File: src/rtl/display_link_pkg.sv
// display_link_pkg
//   Shared definitions for the display link controller: the state register
//   width and the state encodings that also appear on o_state.
package display_link_pkg;

    localparam int STATE_W = 3;

    typedef enum logic [STATE_W-1:0] {
        ST_IDLE      = 3'd0,
        ST_WAIT_HPD  = 3'd1,
        ST_WAIT_LOCK = 3'd2,
        ST_RELEASE   = 3'd3,
        ST_ACTIVE    = 3'd4,
        ST_FAULT     = 3'd5
    } state_e;

endpackage

File: src/rtl/display_debounce.sv
// display_debounce
//   Two-flop synchronizer followed by a persistence filter. The filtered level
//   starts at 0 and only follows the synchronized input after it has differed
//   from the current level for COUNT consecutive clock cycles.
// Ports
//   i_clk    : clock, rising edge
//   i_rst_n  : asynchronous active-low reset
//   i_async  : asynchronous input to be filtered
//   o_level  : synchronized, debounced level
module display_debounce #(
    parameter int COUNT = 1000
) (
    input  logic i_clk,
    input  logic i_rst_n,
    input  logic i_async,
    output logic o_level
);

    localparam int CNT_W = (COUNT < 2) ? 1 : $clog2(COUNT + 1);

    logic [1:0]       sync_q, sync_d;
    logic             level_q, level_d;
    logic [CNT_W-1:0] cnt_q, cnt_d;

    always_comb begin
        sync_d  = {sync_q[0], i_async};
        level_d = level_q;
        cnt_d   = '0;
        // Any cycle where the input agrees with the current level restarts the count.
        if (sync_q[1] != level_q) begin
            if (cnt_q == CNT_W'(COUNT - 1)) begin
                level_d = sync_q[1];
            end else begin
                cnt_d = cnt_q + CNT_W'(1);
            end
        end
    end

    always_ff @(posedge i_clk or negedge i_rst_n) begin
        if (!i_rst_n) begin
            sync_q  <= '0;
            level_q <= 1'b0;
            cnt_q   <= '0;
        end else begin
            sync_q  <= sync_d;
            level_q <= level_d;
            cnt_q   <= cnt_d;
        end
    end

    assign o_level = level_q;

endmodule

File: src/rtl/display_link_ctrl.sv
// display_link_ctrl
//   Bring-up sequencer for a display output link: waits for a debounced
//   hot-plug, a stable pixel-clock lock, then releases the pixel path and
//   removes blanking after a few frames. Lock loss or a missing vsync drops
//   into FAULT, which retries lock after a fixed delay.
// Ports
//   i_clk, i_rst_n  : clock and asynchronous active-low reset
//   i_enable        : link enable (synchronous)
//   i_hpd           : hot-plug detect (asynchronous)
//   i_clk_lock      : pixel-clock generator lock (asynchronous)
//   i_vs            : vertical sync, active high (asynchronous)
//   o_rst_pix       : reset for timing generator / TMDS path
//   o_tx_en         : serializer enable
//   o_blank         : force blanking
//   o_link_up       : link is ACTIVE
//   o_state         : current state encoding
//   o_fault_count   : saturating count of FAULT entries
module display_link_ctrl
    import display_link_pkg::*;
#(
    parameter int HPD_DEBOUNCE  = 1000,
    parameter int LOCK_CYCLES   = 256,
    parameter int BLANK_FRAMES  = 2,
    parameter int FRAME_TIMEOUT = 2000000,
    parameter int RETRY_CYCLES  = 1000
) (
    input  logic         i_clk,
    input  logic         i_rst_n,
    input  logic         i_enable,
    input  logic         i_hpd,
    input  logic         i_clk_lock,
    input  logic         i_vs,
    output logic         o_rst_pix,
    output logic         o_tx_en,
    output logic         o_blank,
    output logic         o_link_up,
    output logic [2:0]   o_state,
    output logic [7:0]   o_fault_count
);

    localparam int LOCK_W  = $clog2(LOCK_CYCLES + 1);
    localparam int FRM_W   = $clog2(BLANK_FRAMES + 1);
    localparam int TO_W    = $clog2(FRAME_TIMEOUT + 1);
    localparam int RETRY_W = $clog2(RETRY_CYCLES + 1);

    state_e               state_q, state_d;
    logic [1:0]           lock_sync_q, lock_sync_d;
    logic [1:0]           vs_sync_q, vs_sync_d;
    logic                 vs_prev_q, vs_prev_d;
    logic [LOCK_W-1:0]    lock_cnt_q, lock_cnt_d;
    logic [FRM_W-1:0]     frm_cnt_q, frm_cnt_d;
    logic [TO_W-1:0]      to_cnt_q, to_cnt_d;
    logic [RETRY_W-1:0]   retry_cnt_q, retry_cnt_d;
    logic [7:0]           fault_cnt_q, fault_cnt_d;
    logic                 rst_pix_q, rst_pix_d;
    logic                 tx_en_q, tx_en_d;
    logic                 blank_q, blank_d;
    logic                 link_up_q, link_up_d;

    logic                 hpd_db;
    logic                 lock_s;
    logic                 frame_edge;
    logic                 pix_on;

    display_debounce #(
        .COUNT   (HPD_DEBOUNCE)
    ) u_hpd_debounce (
        .i_clk   (i_clk),
        .i_rst_n (i_rst_n),
        .i_async (i_hpd),
        .o_level (hpd_db)
    );

    assign lock_s     = lock_sync_q[1];
    assign frame_edge = vs_sync_q[1] & ~vs_prev_q;

    always_comb begin
        lock_sync_d = {lock_sync_q[0], i_clk_lock};
        vs_sync_d   = {vs_sync_q[0], i_vs};
        vs_prev_d   = vs_sync_q[1];

        state_d     = state_q;
        // Counters read as zero outside their own state, so each starts clean on entry.
        lock_cnt_d  = '0;
        frm_cnt_d   = '0;
        to_cnt_d    = '0;
        retry_cnt_d = '0;

        case (state_q)
            ST_IDLE: begin
                if (i_enable) state_d = ST_WAIT_HPD;
            end
            ST_WAIT_HPD: begin
                if (hpd_db) state_d = ST_WAIT_LOCK;
            end
            ST_WAIT_LOCK: begin
                lock_cnt_d = lock_s ? lock_cnt_q + LOCK_W'(1) : '0;
                if (lock_cnt_d == LOCK_W'(LOCK_CYCLES)) state_d = ST_RELEASE;
            end
            ST_RELEASE: begin
                frm_cnt_d = frm_cnt_q;
                if (frame_edge) begin
                    frm_cnt_d = frm_cnt_q + FRM_W'(1);
                    if (frm_cnt_d == FRM_W'(BLANK_FRAMES)) state_d = ST_ACTIVE;
                end
            end
            ST_ACTIVE: begin
                state_d = ST_ACTIVE;
            end
            ST_FAULT: begin
                retry_cnt_d = retry_cnt_q + RETRY_W'(1);
                if (retry_cnt_d == RETRY_W'(RETRY_CYCLES)) state_d = ST_WAIT_LOCK;
            end
            default: begin
                state_d = ST_IDLE;
            end
        endcase

        // Frame watchdog and lock monitor override the per-state transitions,
        // so lock loss beats a coincident frame edge.
        if (state_q == ST_RELEASE || state_q == ST_ACTIVE) begin
            to_cnt_d = frame_edge ? '0 : to_cnt_q + TO_W'(1);
            if (!lock_s || to_cnt_d == TO_W'(FRAME_TIMEOUT)) state_d = ST_FAULT;
        end

        if (!hpd_db && (state_q inside {ST_WAIT_LOCK, ST_RELEASE, ST_ACTIVE, ST_FAULT})) begin
            state_d = ST_WAIT_HPD;
        end

        if (!i_enable) state_d = ST_IDLE;

        fault_cnt_d = fault_cnt_q;
        if (state_d == ST_FAULT && state_q != ST_FAULT && fault_cnt_q != 8'hFF) begin
            fault_cnt_d = fault_cnt_q + 8'd1;
        end

        // Outputs are decoded from the next state so they line up with o_state.
        pix_on    = (state_d == ST_RELEASE) || (state_d == ST_ACTIVE);
        rst_pix_d = ~pix_on;
        tx_en_d   = pix_on;
        blank_d   = (state_d != ST_ACTIVE);
        link_up_d = (state_d == ST_ACTIVE);
    end

    always_ff @(posedge i_clk or negedge i_rst_n) begin
        if (!i_rst_n) begin
            state_q     <= ST_IDLE;
            lock_sync_q <= '0;
            vs_sync_q   <= '0;
            vs_prev_q   <= 1'b0;
            lock_cnt_q  <= '0;
            frm_cnt_q   <= '0;
            to_cnt_q    <= '0;
            retry_cnt_q <= '0;
            fault_cnt_q <= '0;
            rst_pix_q   <= 1'b1;
            tx_en_q     <= 1'b0;
            blank_q     <= 1'b1;
            link_up_q   <= 1'b0;
        end else begin
            state_q     <= state_d;
            lock_sync_q <= lock_sync_d;
            vs_sync_q   <= vs_sync_d;
            vs_prev_q   <= vs_prev_d;
            lock_cnt_q  <= lock_cnt_d;
            frm_cnt_q   <= frm_cnt_d;
            to_cnt_q    <= to_cnt_d;
            retry_cnt_q <= retry_cnt_d;
            fault_cnt_q <= fault_cnt_d;
            rst_pix_q   <= rst_pix_d;
            tx_en_q     <= tx_en_d;
            blank_q     <= blank_d;
            link_up_q   <= link_up_d;
        end
    end

    assign o_state       = state_q;
    assign o_rst_pix     = rst_pix_q;
    assign o_tx_en       = tx_en_q;
    assign o_blank       = blank_q;
    assign o_link_up     = link_up_q;
    assign o_fault_count = fault_cnt_q;

endmodule

File: config.mk
export PLATFORM = sky130hd
export DESIGN_NAME = display_link_ctrl
export DESIGN_NICKNAME = d
export VERILOG_FILES = /design/src/rtl/display_link_pkg.sv /design/src/rtl/display_debounce.sv /design/src/rtl/display_link_ctrl.sv
export SDC_FILE = /design/constraint.sdc
export NUM_CORES = 1
export LEC_CHECK = 0
export CELL_PAD_IN_SITES_DETAIL_PLACEMENT = 1
export CELL_PAD_IN_SITES_GLOBAL_PLACEMENT = 1
export CORE_ASPECT_RATIO = 0.5
export CORE_UTILIZATION = 47
export CTS_CLUSTER_DIAMETER = 150
export DETAILED_ROUTE_END_ITERATION = 10
export GPL_TIMING_DRIVEN = 0
export PLACE_DENSITY_LB_ADDON = 0.08
export SYNTH_ARGS = -nofsm -noshare
export SYNTH_HDL_FRONTEND = slang
export SYNTH_HIERARCHICAL = 1
export SYNTH_SLANG_ARGS = --single-unit
File: constraint.sdc
create_clock -name i_clk -period 3.52 [get_ports i_clk]
set_clock_uncertainty 0.05 [all_clocks]
set_input_delay 0.704 -clock i_clk [delete_from_list [all_inputs] [get_ports i_clk]]
set_output_delay 0.704 -clock i_clk [all_outputs]
set_load 0.02 [all_outputs]
Word level (Yosys, flattened, before mapping)
Cells that the tools add are included.
{"block": "word_totals", "n_memories": 0, "reg_bits": 75, "latchBits": 0, "out_inout_bits": 15, "elab_cells": 73, "mem_bits_ro": 0, "ram_bits": 0, "in_bits": 6}
{"block": "classes", "bitwise_logic": 3, "eq_ne": 18, "order_cmp": 0, "n_mul": 0, "shift": 0, "n_reduce_logical": 11, "mux": 19, "div": 0, "n_addsub": 6}
{"operator": "two-way mux 21 bit", "n": 2}
{"operator": "two-way mux 10 bit", "n": 3}
{"operator": "two-way mux 3 bit", "n": 9}
{"operator": "adder 21 x 1 -> 21 bit (second input constant)", "n": 1}
{"operator": "equality test 21 bit (second input constant)", "n": 1}
{"operator": "adder 10 x 1 -> 10 bit (second input constant)", "n": 2}
{"operator": "equality test 10 bit (second input constant)", "n": 2}
{"operator": "two-way mux 9 bit", "n": 2}
{"operator": "one-hot mux 3 bit (6 select lines)", "n": 1}
{"operator": "equality test 3 bit (second input constant)", "n": 4}
{"operator": "adder 9 x 1 -> 9 bit (second input constant)", "n": 1}
{"operator": "equality test 3 x 2 -> 1 bit (second input constant)", "n": 3}
{"operator": "equality test 9 bit (second input constant)", "n": 1}
{"operator": "adder 8 x 1 -> 8 bit (second input constant)", "n": 1}
{"operator": "!= test 8 bit (second input constant)", "n": 1}
{"operator": "!= test 3 bit (second input constant)", "n": 2}
{"operator": "two-way mux 2 bit", "n": 2}
{"operator": "nonzero test 4 bit", "n": 1}
{"operator": "equality test 3 x 1 -> 1 bit (second input constant)", "n": 1}
{"operator": "logical AND 1 bit", "n": 3}
{"operator": "zero test 3 bit", "n": 1}
{"operator": "logical OR 1 bit", "n": 3}
{"operator": "adder 2 x 1 -> 2 bit (second input constant)", "n": 1}
{"operator": "equality test 2 bit (second input constant)", "n": 1}
{"operator": "6 further kinds", "n": 8}

Logic depth before layout (Yosys ltp)
Gate-level depths: netlist (run 1).
{"block": "logic_depth", "depth_word": 12, "mapped_depth": 11, "ltp_nobuf": 9}

Modules after synthesis
Netlist (run 1), hierarchy kept.
{"mod": "display_link_ctrl", "cells_per_inst": 344, "area_per_inst_um2": 3394.5, "n_inst": 1, "seq_area_each_um2": 1554.0}
{"mod": "display_debounce", "cells_per_inst": 55, "area_per_inst_um2": 606.8, "n_inst": 1, "seq_area_each_um2": 325.3}

Worst setup path before layout (run 1)
Ideal clock, no wire load.
{"block": "synth_timing", "path_kind": "reg2reg", "from": "reg state_q[1], in the netlist o_state[1]", "to": "reg fault_cnt_q[1], in the netlist o_fault_count[1]", "required_time_ns": 3.342, "path_slack_ns": 0.895, "arrival_ns": 2.448, "period_less_slack_ns": 2.625, "setup_time_ns": 0.128, "path_buffers": 1, "stages_incl_launch_ff": 9, "path_cell_list": "dfrtp_1 buf_2 nor3b_2 nand2_1 or4b_4 o31ai_4 o21bai_2 a21oi_2 mux2_1"}
{"block": "synth_via", "elab_chain_cells": 10, "elab_cells_between_ends": 23, "classes_between": "7 x eq/ne; 10 x mux; 6 x reduce/logical"}
{"item": "start: declaration", "line": "display_link_ctrl.sv:46", "rtl": "state_e state_q, state_d;"}
{"item": "start signal: assignment", "line": "display_link_ctrl.sv:161", "rtl": "state_q <= state_d;"}
{"item": "two-way mux 3 bit", "line": "display_link_ctrl.sv:104", "rtl": "if (frm_cnt_d == FRM_W'(BLANK_FRAMES)) state_d = ST_ACTIVE;"}
{"item": "two-way mux 3 bit", "line": "display_link_ctrl.sv:102", "rtl": "if (frame_edge) begin"}
{"item": "one-hot mux 3 bit (6 select lines)", "line": "display_link_ctrl.sv:89", "rtl": "case (state_q)"}
{"item": "two-way mux 3 bit", "line": "display_link_ctrl.sv:123", "rtl": "if (!lock_s || to_cnt_d == TO_W'(FRAME_TIMEOUT)) state_d = ST_FAULT;"}
{"item": "two-way mux 3 bit", "line": "display_link_ctrl.sv:121", "rtl": "if (state_q == ST_RELEASE || state_q == ST_ACTIVE) begin"}
{"item": "two-way mux 3 bit", "line": "display_link_ctrl.sv:126", "rtl": "if (!hpd_db && (state_q inside {ST_WAIT_LOCK, ST_RELEASE, ST_ACTIVE, ST_FAULT})) begin"}
{"item": "two-way mux 3 bit", "line": "display_link_ctrl.sv:130", "rtl": "if (!i_enable) state_d = ST_IDLE;"}
{"item": "equality test 3 bit", "line": "display_link_ctrl.sv:133", "rtl": "if (state_d == ST_FAULT && state_q != ST_FAULT && fault_cnt_q != 8'hFF) begin"}
{"item": "logical AND 1 bit (*) (2 in a row)", "line": "display_link_ctrl.sv:133"}
{"item": "end signal: assignment", "line": "display_link_ctrl.sv:169", "rtl": "fault_cnt_q <= fault_cnt_d;"}
{"item": "end: declaration", "line": "display_link_ctrl.sv:54", "rtl": "logic [7:0] fault_cnt_q, fault_cnt_d;"}
Mark *: on every way between the ends. The rest lies on a longest branch, timed or not.
A chain may end at the register's enable or synchronous reset.

Worst setup path after layout (run 1)
{"block": "layout_timing", "from": "reg to_cnt_q[0]", "to": "reg fault_cnt_q[1], in the netlist o_fault_count[1]"}
{"block": "layout_via", "elab_chain_cells": 11}
{"item": "start: declaration", "line": "display_link_ctrl.sv:52", "rtl": "logic [TO_W-1:0] to_cnt_q, to_cnt_d;"}
{"item": "start signal: assignment", "line": "display_link_ctrl.sv:167", "rtl": "to_cnt_q <= to_cnt_d;"}
{"item": "adder 21 x 1 -> 21 bit", "line": "display_link_ctrl.sv:122", "rtl": "to_cnt_d = frame_edge ? '0 : to_cnt_q + TO_W'(1);"}
{"item": "two-way mux 21 bit", "line": "display_link_ctrl.sv:122"}
{"item": "equality test 21 bit", "line": "display_link_ctrl.sv:123"}
{"item": "logical OR 1 bit", "line": "display_link_ctrl.sv:123"}
{"item": "two-way mux 3 bit", "line": "display_link_ctrl.sv:123"}
{"item": "two-way mux 3 bit", "line": "display_link_ctrl.sv:121"}
{"item": "two-way mux 3 bit", "line": "display_link_ctrl.sv:126"}
{"item": "two-way mux 3 bit", "line": "display_link_ctrl.sv:130"}
{"item": "equality test 3 bit", "line": "display_link_ctrl.sv:133"}
{"item": "logical AND 1 bit (2 in a row)", "line": "display_link_ctrl.sv:133"}
No other way between the ends.

==> impl_metrics.tcl, run 1 <==
set metrics [dict create \
    status "complete, no violations" \
    clkLatencyLatePin_ps 330 \
    die_height_um 67.2 \
    cts-resized-gates 0 \
    clk_pin_slew_ps 60 \
    worst_ep_required_time_ps 3680 \
    synth-main-ff-cell "dfrtp_1" \
    whs_ps 262 \
    fmax_mhz 309 \
    cp_common_cell "nand4_1" \
    ys_types 65 \
    crit_family "compound AO/OA/AOI/OAI gates" \
    ys_seq_area_frac 0.470 \
    insertedDiodeCount 0 \
    reg2reg_from "to_cnt_q[0]" \
    grt_pass1_vias 3249 \
    cp_max_fo 6 \
    pwr-share-comb 0.026 \
    path_cells "ha_1 -> nand4_1 -> o31ai_1 -> nand4_1 -> a2111oi_0 -> and3_1 -> a31oi_4 -> a21oi_2 -> mux2_1" \
    yosys.area_share.simple 0.256 \
    syn_area_mm2 0.00400 \
    yosys.area.top_type "dfrtp_1" \
    synth_xor_area_frac 0.0919 \
    synth_top_cells_by_area "dfrtp_1 46%, xor2_1 5.5%, nor2_1 4.6%" \
    cts_hold_buf 0 \
    vias_per_cell 5.58 \
    antenna_found_initial 0 \
    setup_slack_ps 287 \
    drive_gt1_frac 0.133 \
    post_cts_buffers 0 \
    worst_slew_pin_slew_ps 710 \
    gp_congestion 0.848 \
    gr-total-overflow 0 \
    grt_max_degree 46 \
    grt_pass1_wl_um 15500 \
    hp-class "input pin to asynchronous set/reset pin" \
    core-area_mm2 0.00812 \
    root_buffer "clkbuf_16" \
    critical-path-slowest-cell "a2111oi_0" \
    power_density_mw_per_mm2 390 \
    cts_buffers 9 \
    setup_viol_count_final 0 \
    finalCritPeriodShare 0.918 \
    arrival_ps 3390 \
    cp-startpoint "to_cnt_q[0]" \
    synth_mux_area_frac 0.00844 \
    synth.avg_cell_area_um2 10.0 \
    io_pins 21 \
    die_area_mm2 0.00891 \
    area_growth_pct 16.4 \
    synthArstFlopShare 1.00 \
    static-leakage-power_nw 1.92 \
    portBuffers 20 \
    endpoint_kind "register" \
    sw_frac_of_total 0.207 \
    slew_headroom 0.522 \
    peakVddDrop_v 0.000246 \
    yosys_warnings 6 \
    hold_viol_final 0 \
    clock_path_buffers 2 \
    seq_power_share 0.483 \
    clock_power_share 0.491 \
    core.rowCount 23 \
    vias 3059 \
    initial_core_util 0.493 \
    clock-sinks 75 \
    synth_top_family_by_area "simple AND/OR/NAND/NOR gates" \
    rsz0062_at_grt "no" \
    htree_levels 3 \
    crit_type "register to register" \
    cts_tree "built" \
    drtIter0Drc 70 \
    switching_power_mw 0.375 \
    drv_cap 0 \
    synth_edf_count 0 \
    cp-start-kind "register" \
    drv_slew 0 \
    synth-compound-area-share 0.122 \
    syn_inst 399 \
    synthAdderAreaFrac 0.0219 \
    crit_buf_inv 0 \
    die_x_um 132 \
    drc 0 \
    wirelength_um 9200 \
    track_usage 0.225 \
    avgRoutedWirePerCell_um 16.8 \
    nNetsFinal 444 \
    syn-num-nets 412 \
    max_stage_delay_ps 540 \
    firstDrtPassIters 4 \
    dp_hpwl_um 6690 \
    internal_power_mw 1.44 \
    synth_top_area_share 0.457 \
    synth_seq_cells 75 \
    postRouteAntennaNets 0 \
    post-place-ws_ps 303 \
    min_period_ps 3230 \
    setup_tns_ps 0 \
]
[final timing paths]
check	endpoint	slack [ps]	cells after the start
max in group asynchronous	to_cnt_q[7]	2590	2
worst max-delay path	o_fault_count[1]	290	9
worst min-delay path	u_hpd_debounce/cnt_q[8]	260	1
worst min register to register	lock_sync_q[1]	300	0
min in group i_clk	lock_sync_q[1]	300	0
worst max register to register	o_fault_count[1]	290	9
[worst reg2reg max path, delay by kind of cell, from the launching register on]
| kind | cells | cell delay, ps |
|---|---|---|
| AO/OA/AOI/OAI | 4 | 1250 |
| adder cells (fa/ha/maj) | 1 | 310 |
| flip-flops | 1 | 440 |
| multiplexers | 1 | 350 |
| AND/OR/NAND/NOR | 3 | 720 |
[synthesized netlist by cell type, types with 3 or more instances]
library cell  count
a31oi_1           6
nor2_1           49
nand3_1          23
nand4_1          17
or4_1             4
nor4_1            4
and3_1           10
nand2_1          25
xnor2_1          17
clkbuf_1          5
dfrtp_1          73
nand3b_1          3
o31ai_1           5
inv_1             7
nor3_1            3
nor3b_1           3
nor2b_1           4
or3_1             9
o21ai_0          14
xor2_1           25
buf_2            10
and4_1            3
ha_1              7
a21oi_1          16
and2_1            5
[metrics by stage]
step                cells  cell area [um2]  power, mW   util
floorplan             399             4000      0.905      -
global placement      531             4340      0.935  0.535
detailed placement    532             4370      0.940  0.538
CTS                   548             4660       1.83  0.574
global route          548             4660       1.87  0.574
finish                548             4660       1.82  0.574
[power groups by stage]
stage	sequential [mW]	clock [mW]	combinational (mW)
2_1_floorplan	0.890	0	0.0149
3_3_place_gp	0.891	0	0.0434
3_5_place_dp	0.892	0	0.0486
4_1_cts	0.877	0.907	0.0490
5_1_grt	0.877	0.943	0.0536
6_report	0.876	0.891	0.0476
[state kept, by name, indices dropped and copies added, names as in the netlist]
signal                  count
to_cnt_q                   21
retry_cnt_q                10
u_hpd_debounce/cnt_q       10
lock_cnt_q                  9
o_fault_count               8
o_state                     3
frm_cnt_q                   2
lock_sync_q                 2
u_hpd_debounce/sync_q       2
vs_sync_q                   2
o_blank                     1
o_link_up                   1
o_rst_pix                   1
o_tx_en                     1
u_hpd_debounce/o_level      1
vs_prev_q                   1
[cells by family (layout without fill, tap and decap cells)]
logic type                 Yosys count  after routing
muxes                                3              3
and+or+nand+nor                    182            182
adders and majority gates            7              7
AOI/OAI and AO/OA                   65             65
DFF                                 75             75
buffers and inverters               25             62
xor gates and xnor gates            42             42
[final cells by class]
| class | count | area (um2) |
|---|---|---|
| Fill cell | 923 | 3460 |
| Multi-Input combinational cell | 299 | 2000 |
| Sequential cell | 75 | 1880 |
| Clock buffer | 15 | 288 |
| Timing Repair Buffer | 21 | 225 |
| Tap cell | 112 | 140 |
| Buffer | 18 | 92.6 |
| Inverter | 7 | 26.3 |
| Clock inverter | 1 | 5.00 |
[routing by layer]
layer | routed length, um | GRT usage | up-vias
li1 | - | - | 1489
met1 | 4260 | 0.265 | 1533
met2 | 4620 | 0.414 | 24
met3 | 191 | 0.0548 | 13
met4 | 125 | 0.0790 | 0
met5 | 0 | 0 | -
[placed cells by master (no fill, tap or decap), types with 3 or more instances in the layout]
| cell | synthesis | routed |
|---|---|---|
| nor4_1 | 4 | 4 |
| clkbuf_1 | 5 | 7 |
| nor3_1 | 3 | 3 |
| nor2_1 | 49 | 49 |
| clkbuf_8 | 0 | 4 |
| clkdlybuf4s50_1 | 0 | 19 |
| xor2_1 | 25 | 25 |
| xnor2_1 | 17 | 17 |
| buf_2 | 10 | 10 |
| or4_1 | 4 | 4 |
| nand4_1 | 17 | 17 |
| and3_1 | 10 | 10 |
| nand2_1 | 25 | 25 |
| clkbuf_16 | 0 | 9 |
| inv_1 | 7 | 7 |
| nor3b_1 | 3 | 3 |
| a31oi_1 | 6 | 6 |
| nor2b_1 | 4 | 4 |
| nand3b_1 | 3 | 3 |
| and2_1 | 5 | 5 |
| or3_1 | 9 | 9 |
| nand3_1 | 23 | 23 |
| and4_1 | 3 | 3 |
| dfrtp_1 | 73 | 73 |
| o21ai_0 | 14 | 14 |
| o31ai_1 | 5 | 5 |
| ha_1 | 7 | 7 |
| a21oi_1 | 16 | 16 |
Power figures use the tool's default switching activity.
==> run 2, diff against run 1 <==
--- a/config.mk
+++ b/config.mk
@@ -5,6 +5,8 @@
 export SDC_FILE = /design/constraint.sdc
 export NUM_CORES = 1
 export LEC_CHECK = 0
+export ABC_CLOCK_PERIOD_IN_PS = 3520
+export CAP_MARGIN = 20
 export CELL_PAD_IN_SITES_DETAIL_PLACEMENT = 1
 export CELL_PAD_IN_SITES_GLOBAL_PLACEMENT = 1
 export CORE_ASPECT_RATIO = 0.5
==> results of run 2 <==
Same layout as run 1: the final DEF is identical, and so are final timing and power.
==> variant 1, RTL diff (config.mk and constraints of run 1) <==
Register the output `o_fault_count` once more, without a reset; this adds one clock of latency there. The other outputs are not delayed to match.
--- a/src/rtl/display_link_ctrl.sv
+++ b/src/rtl/display_link_ctrl.sv
@@ -181,3 +181,5 @@
     assign o_link_up     = link_up_q;
-    assign o_fault_count = fault_cnt_q;
+    always_ff @(posedge i_clk) begin
+        o_fault_count <= fault_cnt_q;
+    end
 
Formal check against the unedited RTL: same outputs for any inputs over 10 cycles, from zero or initial values and one cycle with i_rst_n low; that may be too few to reach the edited logic, so the function may still have changed.
==> variant 1 against run 1 <==
- maximum frequency fell by 1.0%
- routed wire length rose by 9.3%
- worst setup slack got worse by 33 ps
- sequential cell count rose by 8
- die area rose by 3.9%
- final area rose by 3.8%
- total power rose by 11%
- utilization rose by 0.95 points
- critical path depth rose by 1
- area after synthesis rose by 4.0%
- largest power group unchanged
==> variant 1: results (changes against run 1) <==
[placed_design]
place_hpwl_mm=7.00  ; was 6.69 mm
gp_congestion=0.812  ; was 0.848

[yosys]
synthesis.nets=420  ; was 412
synthCells=407  ; was 399
yosys-top-cells-count=73 x dfrtp_1, 49 x nor2_1, 25 x nand2_1, 25 x xor2_1, 23 x nand3_1  ; unchanged
seq_area_frac_synth=0.490  ; was 0.470
yosys-top-cells-area=dfrtp_1 44%, xor2_1 5.3%, nor2_1 4.4%  ; was dfrtp_1 46%, xor2_1 5.5%, nor2_1 4.6%
synth.distinct_cells=66  ; was 65
ys_async_sr_fraction=0.904  ; was 1.00

[global_routing]
grt_pass1_wl_mm=16.6  ; was 15.5 mm
grt_use_total=0.239  ; was 0.225
grt_pass1_vias=3282  ; was 3249

[critical_path]
critPathTopFamily=compound AO/OA/AOI/OAI gates  ; unchanged
reg2reg_slack_ps=250  ; was 290 ps
r2r_end=fault_cnt_q[6]  ; was o_fault_count[1]
crit_arrival_ps=3480  ; was 3390 ps
r2r_cells=10  ; was 9

[final_layout]
fin_cells=556  ; was 548
drive_gt1_frac=0.135  ; was 0.133
nNetsFinal=452  ; was 444
fill_cells=902  ; was 923

[drt]
wire_per_inst_um=18.1  ; was 16.8 um
num_vias=3177  ; was 3059
dr.first_iter.drc_count=84  ; was 70

[sta]
worst-slew-pin-transition_ps=869  ; was 710 ps

[power_and_ir_drop]
peakVddDrop_v=0.000262  ; was 0.000246 V
clk-power_mw=1.01  ; was 891 uW
p_leak_nw=1.99  ; was 1.92 nW

[status]
status=completed  ; unchanged

==> variant 1: logic make-up after synthesis <==
group / synth area share
AND/OR/NAND/NOR: 0.247
multiplexers: 0.00812
adder cells (fa/ha/maj): 0.0210
XOR/XNOR: 0.0884
flip-flops: 0.490
AO/OA/AOI/OAI: 0.117
buffers and inverters: 0.0286
==> variant 1: final cells by class <==
| type | count | share of cell area |
|---|---|---|
| sequential | 83 | 0.422 |
| clock inverter | 7 | 0.0191 |
| buffer | 18 | 0.0191 |
| multi-input combinational | 299 | 0.414 |
| timing repair buffer | 21 | 0.0450 |
| inverter | 7 | 0.00543 |
| tap | 112 | 0.0290 |
| clock buffer | 9 | 0.0466 |
==> variant 1: metrics by stage <==
step | utilization | worst slack (ps) | area (um^2) | total power [mW] | setup TNS, ps
final | 0.584 | 254 | 4840 | 2.02 | 0
after global routing | 0.584 | 52.4 | 4840 | 2.08 | 0
after CTS | 0.584 | 262 | 4840 | 2.04 | 0
after detailed placement | 0.545 | 318 | 4520 | 1.03 | 0
after global placement | 0.543 | -901 | 4500 | 1.03 | -65410
after floorplan | - | 895 | 4160 | 0.998 | 0
==> variant 1: routing by layer <==
layer	global-route usage	vias up	routed length, um
met5	0	-	0
met4	0.0843	0	169
met3	0.0570	15	272
met2	0.431	43	4880
met1	0.287	1600	4730
li1	-	1519	-
==> variant 1: worst max-delay path by stage <==
stage           startpoint             end  slack [ps]  cells after the start
2_1_floorplan   o_state[1]  fault_cnt_q[1]         890                      8
3_3_place_gp       i_rst_n     to_cnt_q[5]        -900                      1
3_5_place_dp   to_cnt_q[0]  fault_cnt_q[1]         320                      9
4_1_cts        to_cnt_q[0]  fault_cnt_q[3]         260                     10
5_1_grt        to_cnt_q[0]  fault_cnt_q[6]          50                     10
6_report       to_cnt_q[0]  fault_cnt_q[6]         250                     10
==> variant 2, RTL diff (flow settings as in run 1) <==
Without the edit above. `LOCK_CYCLES`: 256 -> 512.
--- a/src/rtl/display_link_ctrl.sv
+++ b/src/rtl/display_link_ctrl.sv
@@ -21,3 +21,3 @@
     parameter int HPD_DEBOUNCE  = 1000,
-    parameter int LOCK_CYCLES   = 256,
+    parameter int LOCK_CYCLES   = 512,
     parameter int BLANK_FRAMES  = 2,
Check against the original RTL: same outputs for any inputs over 10 cycles, from zero or initial values and one cycle with i_rst_n low; that may be too few to reach the edited logic, so the function may still have changed.
==> variant 2 against run 1 <==
- routed wire length grew 0.41%
- critical path type unchanged
- sequential cell count grew 1
- total power shrank 1.7%
- final area grew 0.16%
- non-clock buffer count grew 2
- final cell count grew 1.1%
- area after synthesis grew 0.25%
- worst setup slack lost 170 ps
- largest power group is now registers
==> variant 2: results (changes against run 1) <==
[yosys]
synthesis.nets=416  ; was 412
seq_area_frac_synth=0.475  ; was 0.470
yosys-top-cells-count=74 x dfrtp_1, 55 x nor2_1, 26 x nand2_1, 25 x xnor2_1, 18 x xor2_1  ; was 73 x dfrtp_1, 49 x nor2_1, 25 x nand2_1, 25 x xor2_1, 23 x nand3_1
synth_warnings=6  ; unchanged
yosys-top-cells-area=dfrtp_1 46%, xnor2_1 5.5%, nor2_1 5.1%  ; was dfrtp_1 46%, xor2_1 5.5%, nor2_1 4.6%
synth.distinct_cells=68  ; was 65
synth_ff_type=dfrtp_1  ; unchanged
synth_top_area_frac=0.462  ; was 0.457

[power_and_ir_drop]
p_leak_nw=1.90  ; was 1.92 nW
p_sw_uw=370  ; was 375 uW
peakVddDrop_v=0.000246  ; about the same

[placed_design]
port_buffers=20  ; unchanged
gp_congestion=0.845  ; was 0.848
pre_cts_ws_ps=119  ; was 303 ps
dpl_cell_area_um2=4380  ; was 4370 um^2
place_hpwl_mm=6.69  ; about the same

[global_routing]
grt.met2_usage=0.428  ; was 0.414
use_met1=0.276  ; was 0.265
grt_use_total=0.234  ; was 0.225
grt_pass1_wl_mm=16.1  ; was 15.5 mm
grt_pass1_vias=3325  ; was 3249
globalRouteOverflowTotal=0  ; unchanged
grt_max_degree=67  ; was 46
grt.met3_usage=0.0631  ; was 0.0548

[drt]
dr.first_iter.drc_count=141  ; was 70
dr_wl_met2_mm=4.63  ; was 4.62 mm
drt_pass1_iterations=4  ; unchanged
vias_per_cell=5.67  ; was 5.58
wl_met1_mm=4.28  ; was 4.26 mm
met3_length_um=252  ; was 191 um
drt_wl_total_mm=9.23  ; was 9.20 mm
highest_layer=met4  ; unchanged

[clocking]
cts_buffers=9  ; unchanged
htreeDepth=3  ; unchanged
cts_buffer_depth=2  ; unchanged
insertion_delay_ps=330  ; about the same
clockRootBuffer=clkbuf_16  ; unchanged
cts_hold_buf=0  ; unchanged

[critical_path]
critPathTopFamily=simple AND/OR/NAND/NOR gates  ; was compound AO/OA/AOI/OAI gates
slowest_stage=or4b_4  ; was a2111oi_0
cp-end-kind=flop  ; unchanged
crit_arrival_ps=3570  ; was 3390 ps
critPathLaunchType=flop  ; unchanged
r2r_cells=9  ; unchanged
slowest_delay_ps=560  ; was 540 ps
cp_max_fo=5  ; was 6
r2r_end=o_tx_en  ; was o_fault_count[1]

[final_layout]
nNetsFinal=450  ; was 444
drive_gt1_frac=0.109  ; was 0.133
antenna_cells=0  ; unchanged
largest_register=to_cnt_q  ; unchanged

[sta]
relSlewSlack=0.638  ; was 0.522
layout_setup_ws_ps=114  ; was 287 ps

[status]
status=completed  ; unchanged

[hold_path]
hp-class=in2async  ; unchanged

-- variant 2: changes by cell type after synthesis, sizes merged, moves of 5 or more --
cell	before	now
nor4	4	9
xor2	25	18
buf	12	7
xnor2	17	25
a21oi	18	12
clkbuf	6	11
nor2	50	55
nand2b	2	7
nand3	24	18
o31ai	6	1
-- variant 2: cell type report --
class	count	area, um^2
Fill cell	917	3480
Multi-Input combinational cell	298	1990
Sequential cell	76	1900
Clock buffer	14	264
Timing Repair Buffer	23	240
Tap cell	112	140
Buffer	18	78.8
Inverter	11	41.3
Clock inverter	2	10.0
-- variant 2: cell families (layout without fill, tap and decap cells) --
| kind of cell | after synthesis | after routing | share of synthesized area |
|---|---|---|---|
| AND/OR/NAND/NOR | 181 | 181 | 0.253 |
| XOR/XNOR | 43 | 43 | 0.0939 |
| flip-flops | 76 | 76 | 0.475 |
| multiplexers | 4 | 4 | 0.0119 |
| adder cells (fa/ha/maj) | 7 | 7 | 0.0218 |
| buffers and inverters | 29 | 68 | 0.0296 |
| AO/OA/AOI/OAI | 63 | 63 | 0.115 |
-- variant 2: through the flow --
step | cells | hold slack (ps)
after global routing | 554 | 153
after global placement | 535 | 287
final | 554 | 158
after CTS | 552 | 152
after floorplan | 403 | 281
after detailed placement | 536 | 286
-- variant 2: what timing repair did --
action                     4_1_cts  5_1_grt
buffers inserted                 0        2
resized for setup                0        2
setup endpoints to repair        0        1
-- variant 2: power by group through the flow --
stage	Combinational [mW]	Sequential, mW	Clock, mW
after global placement	0.0461	0.903	0
after detailed placement	0.0523	0.903	0
after CTS	0.0521	0.888	0.873
final	0.0502	0.888	0.845
after floorplan	0.0172	0.902	0
after global routing	0.0567	0.888	0.912
